--- src/rtl/sweep_job_scheduler.sv ---
// Round-robin scheduler sharing one frequency_sweeper between NUM_REQ requesters.
// Optional abort input enabled by defining SWEEP_SCHED_ABORT_EN.
module sweep_job_scheduler #(
    parameter  int NUM_REQ         = 4,
    parameter  int START_TIMEOUT   = 256,
    parameter  int PLL_HOLD_CYCLES = 65536,
    localparam int IW              = $clog2(NUM_REQ)
) (
    input  logic                    clk,
    input  logic                    reset,
`ifdef SWEEP_SCHED_ABORT_EN
    input  logic                    abort,
`endif
    input  logic [NUM_REQ-1:0]      req_valid,
    output logic [NUM_REQ-1:0]      req_ready,
    input  logic [NUM_REQ-1:0]      req_mode,
    input  logic [32*NUM_REQ-1:0]   req_init_freq,
    input  logic [16*NUM_REQ-1:0]   req_cycles,
    input  logic [32*NUM_REQ-1:0]   req_step,
    input  logic                    fifo_full,
    output logic                    fifo_wr_en,
    output logic [87:0]             fifo_wdata,
    input  logic                    sweep_start,
    input  logic                    sweep_done,
    input  logic                    pll_enable,
    output logic                    sweeper_rst,
    output logic                    busy,
    output logic [IW-1:0]           grant_id,
    output logic                    job_done,
    output logic                    job_err
);

    typedef enum logic [2:0] {
        IDLE, WRITE, WAIT_START, WAIT_DONE, PLL_HOLD, RECOVER, RELEASE
    } state_t;

    state_t          r_state, w_next;
    logic [31:0]     r_cnt;
    logic [IW-1:0]   r_last;
    logic [IW-1:0]   w_winner;
    logic [IW:0]     w_sum;
    logic            w_found;
    logic            w_grant;
    logic            w_abort;
    logic            w_done_nxt;
    logic            w_err_nxt;

`ifdef SWEEP_SCHED_ABORT_EN
    assign w_abort = abort;
`else
    assign w_abort = 1'b0;
`endif

    // Round-robin search beginning one past the previous owner.
    always_comb begin
        w_winner = '0;
        w_found  = 1'b0;
        w_sum    = '0;
        for (int k = 1; k <= NUM_REQ; k++) begin
            w_sum = {1'b0, r_last} + (IW+1)'(k);
            if (w_sum >= (IW+1)'(NUM_REQ))
                w_sum = w_sum - (IW+1)'(NUM_REQ);
            if (!w_found && req_valid[w_sum[IW-1:0]]) begin
                w_found  = 1'b1;
                w_winner = w_sum[IW-1:0];
            end
        end
    end

    assign w_grant = (r_state == IDLE) && (w_next == WRITE);

    always_comb begin
        w_next     = r_state;
        w_done_nxt = 1'b0;
        w_err_nxt  = 1'b0;
        case (r_state)
            IDLE:       if (w_found && !fifo_full) w_next = WRITE;
            WRITE: begin
                w_next = WAIT_START;
                if (w_abort) begin
                    w_next    = RECOVER;
                    w_err_nxt = 1'b1;
                end
            end
            WAIT_START: begin
                if (w_abort) begin
                    w_next    = RECOVER;
                    w_err_nxt = 1'b1;
                end else if (fifo_wdata[87] ? pll_enable : sweep_start) begin
                    w_next = fifo_wdata[87] ? PLL_HOLD : WAIT_DONE;
                end else if (r_cnt == 32'(START_TIMEOUT - 1)) begin
                    w_next    = RECOVER;
                    w_err_nxt = 1'b1;
                end
            end
            WAIT_DONE: begin
                if (w_abort) begin
                    w_next    = RECOVER;
                    w_err_nxt = 1'b1;
                end else if (sweep_done) begin
                    w_next     = RELEASE;
                    w_done_nxt = 1'b1;
                end
            end
            PLL_HOLD: begin
                if (w_abort) begin
                    w_next    = RECOVER;
                    w_err_nxt = 1'b1;
                end else if (r_cnt == 32'(PLL_HOLD_CYCLES - 1)) begin
                    w_next     = RECOVER;
                    w_done_nxt = 1'b1;
                end
            end
            RECOVER:    if (r_cnt == 32'd1) w_next = RELEASE;
            RELEASE:    w_next = IDLE;
            default:    w_next = IDLE;
        endcase
    end

    // All outputs are registered from the next-state decision.
    always_ff @(posedge clk or posedge reset) begin
        if (reset) begin
            r_state     <= IDLE;
            r_cnt       <= '0;
            r_last      <= IW'(NUM_REQ - 1);
            req_ready   <= '0;
            fifo_wr_en  <= 1'b0;
            fifo_wdata  <= '0;
            sweeper_rst <= 1'b0;
            busy        <= 1'b0;
            grant_id    <= '0;
            job_done    <= 1'b0;
            job_err     <= 1'b0;
        end else begin
            r_state <= w_next;
            // One counter serves start timeout, PLL hold and recover length.
            if (w_next != r_state)
                r_cnt <= '0;
            else if (r_cnt != '1)
                r_cnt <= r_cnt + 32'd1;
            req_ready   <= w_grant ? (NUM_REQ'(1) << w_winner) : '0;
            fifo_wr_en  <= (r_state == WRITE);
            sweeper_rst <= (w_next == RECOVER);
            busy        <= (w_next != IDLE);
            job_done    <= w_done_nxt;
            job_err     <= w_err_nxt;
            if (w_grant) begin
                grant_id   <= w_winner;
                fifo_wdata <= {req_mode[w_winner], 7'(w_winner),
                               req_init_freq[{w_winner, 5'b0} +: 32],
                               req_cycles[{w_winner, 4'b0} +: 16],
                               req_step[{w_winner, 5'b0} +: 32]};
            end
            if (r_state == RELEASE)
                r_last <= grant_id;
        end
    end

endmodule

--- config.mk ---
export PLATFORM = sky130hd
export DESIGN_NAME = sweep_job_scheduler
export DESIGN_NICKNAME = d
export VERILOG_FILES = /design/src/rtl/sweep_job_scheduler.sv
export SDC_FILE = /design/constraint.sdc
export NUM_CORES = 1
export LEC_CHECK = 0
export BUFFER_PORTS_ARGS = -buffer_cell sky130_fd_sc_hd__buf_4
export CORE_AREA = 2 2 166 168
export CTS_CLUSTER_DIAMETER = 150
export DETAILED_ROUTE_END_ITERATION = 7
export DIE_AREA = 0 0 168 170
export MAX_ROUTING_LAYER = met4
export SLEW_MARGIN = 20
export SYNTH_ARGS = -nofsm -noshare
export SYNTH_HDL_FRONTEND = slang
export SYNTH_SLANG_ARGS = --single-unit
--- constraint.sdc ---
create_clock -name clk -period 3.9 [get_ports clk]
set_input_delay 0.78 -clock clk [delete_from_list [all_inputs] [get_ports clk]]
set_output_delay 0.78 -clock clk [all_outputs]
set_load 0.05 [all_outputs]
-- Word level (Yosys, flattened, before mapping)
Cells that the tools add are included.
- multipliers: 0
- bitwise gates (word level): 0
- eq/ne operators: 13
- add/sub/neg operators: 9
- reduce and logical (&&, ||, !) cells: 12
- magnitude comparators: 9
- div/mod/pow operators: 0
- muxes and demuxes: 40
- shift-type cells: 4
- operators by type and width (kind ; count):
    $shiftx A128 B8 Y32 ; 2
    $mux W32 ; 2
    $shiftx A64 B7 Y16 ; 1
    $add A32 B1 Y32 const B ; 1
    $eq A32 B1 Y1 const B ; 1
    $eq A32 B16 Y1 const B ; 1
    $eq A32 B8 Y1 const B ; 1
    $ne A32 B32 Y1 const B ; 1
    $mux W3 ; 7
    $pmux W3 S6 ; 1
    $mux W2 ; 8
    $lt A2 B3 Y1 const B ; 5
    $mux W1 ; 15
    $eq A3 B3 Y1 const B ; 4
    $ge A3 B3 Y1 const B ; 4
    $bmux W1 S2 ; 5
    $sub A2 B1 Y2 const B ; 4
    $add A2 B2 Y3 const B ; 2
    $eq A3 B1 Y1 const B ; 2
    $eq A3 B2 Y1 const B ; 2
    $logic_and A1 B1 Y1 ; 5
    $logic_not A1 Y1 ; 4
    $mux W4 ; 1
    $shl A1 B2 Y4 const A ; 1
    other kinds (7) ; 7
- bits in registers: 131
- memories kept: 0
- memory bits (writable): 0
- bits in read-only memories: 0
- logic and storage cells: 98
- latch bits: 0

-- Longest topological paths before layout
- word-level depth: 21
- mapped depth: 9
- gate-level depth less buffers: 8

-- Least setup slack after synthesis
OpenSTA, ideal clock, no wires.
- kind: in2reg
- from: in req_valid[1]
- to: reg busy
- data arrival time: 2.206 ns
- slack: 1.556 ns
- stages on the path: 5
- data required time: 3.761 ns
- cell sequence: o41ai_4 > nand2_1 > a211o_1 > a31o_1 > or4_1
- cells in the longest elaborated chain, start to end: 16
- elaborated cells between the ends (all ways): 22
- those cells by class: mux: 14; reduce/logical: 8
- ends and longest elaborated chain (item ; line ; source):
    from (decl) ; 14 ; input logic [NUM_REQ-1:0] req_valid,
    $bmux W1 S2 ; 63 ; if (!w_found && req_valid[w_sum[IW-1:0]]) begin
    $mux W1 (implied by the code) ; 63 ;
    $mux W1 ; 63 ;
    $logic_not A1 Y1 ; 63 ;
    $logic_and A1 B1 Y1 ; 63 ;
    $mux W1 ; 63 ;
    $logic_not A1 Y1 ; 63 ;
    $logic_and A1 B1 Y1 ; 63 ;
    $mux W1 ; 63 ;
    $logic_not A1 Y1 ; 63 ;
    $logic_and A1 B1 Y1 ; 63 ;
    $mux W1 * ; 63 ;
    $logic_and A1 B1 Y1 * ; 77 ; IDLE: if (w_found && !fifo_full) w_next = WRITE;
    $mux W3 * ; 77 ;
    $pmux W3 S6 * ; 76 ; case (r_state)
    net w_next[0] ; 37 ; state_t r_state, w_next;
    $reduce_bool A3 Y1 * ; 144 ; busy <= (w_next != IDLE);
    to (signal assigned) ; 144 ;
    to (decl) ; 27 ; output logic busy,
Mark *: on every way through the listed nets, which the timed path passes. The rest lies on a longest branch. The select of a mux whose other input is x is not followed.
A chain may end at the register's enable or synchronous reset.

-- Final worst setup path
- from: in req_valid[3]
- to: reg fifo_wdata[13]
- cells in the longest elaborated chain, start to end: 17
- elaborated cells between the ends (all ways): 28
- those cells by class: eq/ne: 1; shift: 1; mux: 18; reduce/logical: 8
- ends and longest elaborated chain (item ; line ; source):
    parallel branches: the longest is 17 deep, another holds $bmux W1 S2 ; n/a ;
    to (signal assigned) ; 149 ; fifo_wdata <= {req_mode[w_winner], 7'(w_winner),
    to (decl) ; 22 ; output logic [87:0] fifo_wdata,
Parallel ways; which one is timed is not known. The select of a mux whose other input is x is not followed.

==> impl_table.tex <==
\begin{tabular}{lr}
\hline
Metric & Value \\
\hline
\multicolumn{2}{l}{\textbf{Run status}} \\
Run status & completed \\
\multicolumn{2}{l}{\textbf{Route}} \\
Final wirelength & 34.05 mm \\
Routed vias/inst & roughly 5.3 \\
Detailed Route Iter0 Violations & between 500 and 600 \\
Post-route DRC violation count & 0 \\
Routed len/inst & between 20 and 25 µm \\
First drt pass iteration count & 5 \\
Antenna Violating Nets Remaining & 0 \\
Via total after detailed routing & slightly below 9,000 \\
\multicolumn{2}{l}{\textbf{GRT}} \\
Met2 usage in global routing & between 30\% and 40\% \\
Overall overflow remaining after global route & 0 \\
Via count of the first global-routing pass & 8,675 \\
Met1 demand-to-capacity share in global routing & between 20 and 30\% \\
M3 GR Usage & under 10\% \\
Initial antenna violation count & 5 \\
Maximum number of pins on one net before global-route repair & between 150 and 200 \\
Wire length of the first global-routing pass & around 50 mm \\
GRT Resource Usage Total & 23.75\% \\
GRT Max-Usage Layer & met2 \\
\multicolumn{2}{l}{\textbf{Logic synthesis}} \\
Portion of the post-synthesis area used by sequential elements & 40.11\% \\
Synth area leader & sky130\_fd\_sc\_hd\_\_dfrtp\_1 \\
Share of flip-flops with an asynchronous set or reset after synthesis & between 90\% and 100\% \\
Most used standard cell by instance count after synthesis & sky130\_fd\_sc\_hd\_\_nand2\_1 \\
Netlist Area Pre-Place & between 0.008 and 0.009 mm² \\
Mean instance size in the synthesized netlist & 8.690 µm² \\
Post-synth top flop & sky130\_fd\_sc\_hd\_\_dfrtp\_1 \\
Synthesized instance count & roughly 930 \\
Most area-consuming cells after synthesis & sky130\_fd\_sc\_hd\_\_dfrtp\_1 39\%, sky130\_fd\_sc\_hd\_\_a311oi\_1 8.8\%, sky130\_fd\_sc\_hd\_\_nand2\_1 8.5\%, sky130\_fd\_sc\_hd\_\_a211oi\_1 7.6\%, sky130\_fd\_sc\_hd\_\_a21o\_1 7.5\% \\
Synth Warn \# & 0 \\
Number of synthesized flops with an enable pin & 0 \\
Most frequent cells after synthesis & 183 x sky130\_fd\_sc\_hd\_\_nand2\_1, 127 x sky130\_fd\_sc\_hd\_\_dfrtp\_1, 87 x sky130\_fd\_sc\_hd\_\_and3\_1, 82 x sky130\_fd\_sc\_hd\_\_a211oi\_1 \\
Post-synth top area share & between 30\% and 40\% \\
Post-synthesis sequential element count & roughly 130 \\
Count of distinct cell types in the synthesized netlist & 54 \\
\multicolumn{2}{l}{\textbf{Die}} \\
Die Y & 170 µm \\
Placeable Area & $\sim$0.027 mm² \\
Top-Level Pins & 433 \\
Effective utilization at floorplan & about 30\% \\
Number of standard-cell rows in the floorplan & 60 \\
Die width & around 170 µm \\
Die Footprint & approximately 0.029 mm² \\
\multicolumn{2}{l}{\textbf{STA}} \\
Number of pins with negative max-slew slack in the final report & 0 \\
Fin crit share & between 60\% and 70\% \\
Layout Skew & between 10 and 15 ps \\
Hold violation count in the final report & 0 \\
RSZ-0062 raised after global routing & no \\
Final critical-path required period & $\sim$2600 ps \\
Final setup TNS & 0 ps \\
Count of endpoints failing setup in the final report & 0 \\
Fmax & 378.7 MHz \\
Slew headroom & between 40\% and 50\% \\
Worst Tran Pin Value & 888.2 ps \\
Post-route worst hold slack & 403.1 ps \\
\multicolumn{2}{l}{\textbf{Final layout}} \\
Fraction of layout instances using a drive strength above 1 & around 38\% \\
Fillers & 2,652 \\
Final nets & about 1,600 \\
Area overhead of the layout relative to synthesis & 49.88\% \\
Area used by multi-input combinational logic & between 0.004 and 0.005 mm² \\
Area used by sequential logic in the layout & around 0.0032 mm² \\
Final cell utilization of the core & a little under half \\
\multicolumn{2}{l}{\textbf{Clocking}} \\
Root buf cell & sky130\_fd\_sc\_hd\_\_clkbuf\_16 \\
Clock buffer depth & 2 \\
Clock transition time at the flip-flop clock pins of the worst setup and hold paths & around 70 ps \\
Count of H-tree levels built during CTS & 4 \\
Clock insertion delay at the later pin of the skew report & about 420 ps \\
Sink Count & approximately 130 \\
CTS resizes & 0 \\
Number of buffers created by CTS & 17 \\
Cts hold-fix bufs & 0 \\
Post-CTS Repair Setup Buffers & 0 \\
CTS tree & yes \\
\multicolumn{2}{l}{\textbf{Power}} \\
Fraction of power consumed by combinational cells & a little under three fifths \\
Sw Ratio & around half \\
Internal power component & around 0.0044 W \\
VDD IR-drop max & 363.0 µV \\
Sw power & approximately 0.0045 W \\
Cell leakage power & around 6.2 nW \\
Relative contribution of the clock network to total power & $\sim$18\% \\
Power Density & roughly 740 mW/mm² \\
Sequential fraction of design power & 24.3\% \\
\multicolumn{2}{l}{\textbf{Worst setup path}} \\
Worst setup path class & primary input to flip-flop \\
Delay of the slowest critical-path stage & 540 ps \\
Required time reported for the critical path endpoint & 4260 ps \\
Family with the most delay on the worst path & simple AND/OR/NAND/NOR gates \\
CP Data Arrival Time & 3000 ps \\
Number of buffer and inverter instances along the worst setup path & 2 \\
CP dominant cell by count & sky130\_fd\_sc\_hd\_\_buf\_4 \\
Crit path capture type & flip-flop \\
CP startpoint kind & primary input \\
Max stage delay cell, worst path & sky130\_fd\_sc\_hd\_\_and2\_4 \\
Chain of cells forming the critical path & buf\_4 -> nor2b\_1 -> or3b\_2 -> and2\_4 -> buf\_4 -> nand2\_1 -> a311oi\_1 -> a21o\_1 \\
Peak fanout along the critical path & 36 \\
\multicolumn{2}{l}{\textbf{Place}} \\
Detailed placement HPWL & around 25 mm \\
Port-buffer cells & around 430 \\
Routability congestion estimate & between 0.8 and 0.9 \\
\multicolumn{2}{l}{\textbf{Min path}} \\
Worst min-delay path class & primary input to asynchronous set/reset pin \\
\multicolumn{2}{l}{\textbf{Flow run}} \\
Number of max-cap violations & 0 \\
\hline
\end{tabular}
[registers in the layout (all words and copies together) (netlist names)]
register     count
job_done         1
r_state          3
r_cnt           32
fifo_wr_en       1
sweeper_rst      1
req_ready        4
r_last           2
job_err          1
grant_id         1
fifo_wdata      82
busy             1
[metrics by stage]
step / std cells / power (W) / area, µm² / worst slack (ps)
after CTS: 1649 / 0.008961 / 12060 / 1283
after global routing: 1654 / 0.009387 / 12070 / 1102
after global placement: 1617 / 0.007280 / 11470 / 846.6
after floorplan: 931 / 0.005628 / 8074 / 1526
final: 1654 / 0.008887 / 12070 / 1259
after detailed placement: 1617 / 0.007321 / 11470 / 835.4
[worst register-to-register path: cells and delay by family, from the launching register on]
| kind | cells | cell delay [ps] |
|---|---|---|
| simple gates | 3 | 910 |
| buf+inv | 1 | 330 |
| compound gates | 3 | 680 |
| flops | 1 | 550 |
[final cells by class]
| cell class | count | share of cell area (%) |
|---|---|---|
| timing repair buffer | 443 | 28.07 |
| clock buffer | 17 | 3.524 |
| antenna | 5 | 0.1036 |
| tap | 341 | 3.534 |
| multi-input combinational | 700 | 36.51 |
| clock inverter | 15 | 1.347 |
| inverter | 4 | 0.1555 |
| sequential | 129 | 26.76 |
[worst paths after layout]
kind	from	to	slack [ps]	cells after the start
setup / recovery	req_valid[3]	fifo_wdata[13]	1260	8
hold / removal	reset	fifo_wdata[58]	400	2
setup reg to reg	r_last[0]	fifo_wdata[66]	1320	7
hold reg to reg	fifo_wdata[1]	fifo_wdata[1]	480	1
max in group asynchronous	reset	fifo_wdata[18]	2540	3
min in group clk	fifo_wdata[1]	fifo_wdata[1]	480	1
[logic make-up after synthesis]
family | Yosys count | share of synthesized area, %
buffers and inverters | 102 | 5.576
muxes | 3 | 0.4038
adders and majority gates | 2 | 0.3106
DFF | 129 | 40.11
xor gates and xnor gates | 27 | 2.936
AOI/OAI and AO/OA | 276 | 27.06
other | 1 | 0.04655
and+or+nand+nor | 387 | 23.56
[power by group through the flow]
| stage | Clock, W | Sequential, W | Combinational (W) |
|---|---|---|---|
| detailed placement | 0 | 0.00217 | 0.00515 |
| global placement | 0 | 0.00217 | 0.00511 |
| finish | 0.00162 | 0.00216 | 0.00511 |
| floorplan | 0 | 0.00354 | 0.00208 |
| CTS | 0.00165 | 0.00216 | 0.00515 |
| global route | 0.00171 | 0.00222 | 0.00546 |
[routing by layer]
layer / share of wire, % / vias up
met3: 6.5 / 55
met4: 3.2 / 0
li1: - / 4162
met1: 41 / 4253
met2: 49 / 321
met5: 0 / -
[cells in the final DEF (no fill, tap or decap), types with 4 or more instances in the layout]
cell and instances:
sky130_fd_sc_hd__nor4_1 9, sky130_fd_sc_hd__diode_2 5, sky130_fd_sc_hd__o21ai_0 5, sky130_fd_sc_hd__and4_1 5
sky130_fd_sc_hd__clkbuf_16 17, sky130_fd_sc_hd__inv_8 5, sky130_fd_sc_hd__dfrtp_1 127, sky130_fd_sc_hd__xor2_1 20
sky130_fd_sc_hd__a21o_1 81, sky130_fd_sc_hd__xnor2_1 7, sky130_fd_sc_hd__buf_4 438, sky130_fd_sc_hd__nor3_1 5
sky130_fd_sc_hd__and2_1 5, sky130_fd_sc_hd__a211oi_1 82, sky130_fd_sc_hd__nand4_1 10, sky130_fd_sc_hd__nor2_1 39
sky130_fd_sc_hd__buf_12 5, sky130_fd_sc_hd__inv_6 4, sky130_fd_sc_hd__nand2_1 182, sky130_fd_sc_hd__and3_1 87
sky130_fd_sc_hd__conb_1 5, sky130_fd_sc_hd__nand2b_1 5, sky130_fd_sc_hd__nand3_1 13, sky130_fd_sc_hd__a311oi_1 81
sky130_fd_sc_hd__a21oi_1 9, sky130_fd_sc_hd__clkinvlp_4 4, sky130_fd_sc_hd__nor2b_1 7
(Power assumes the default switching activity.)
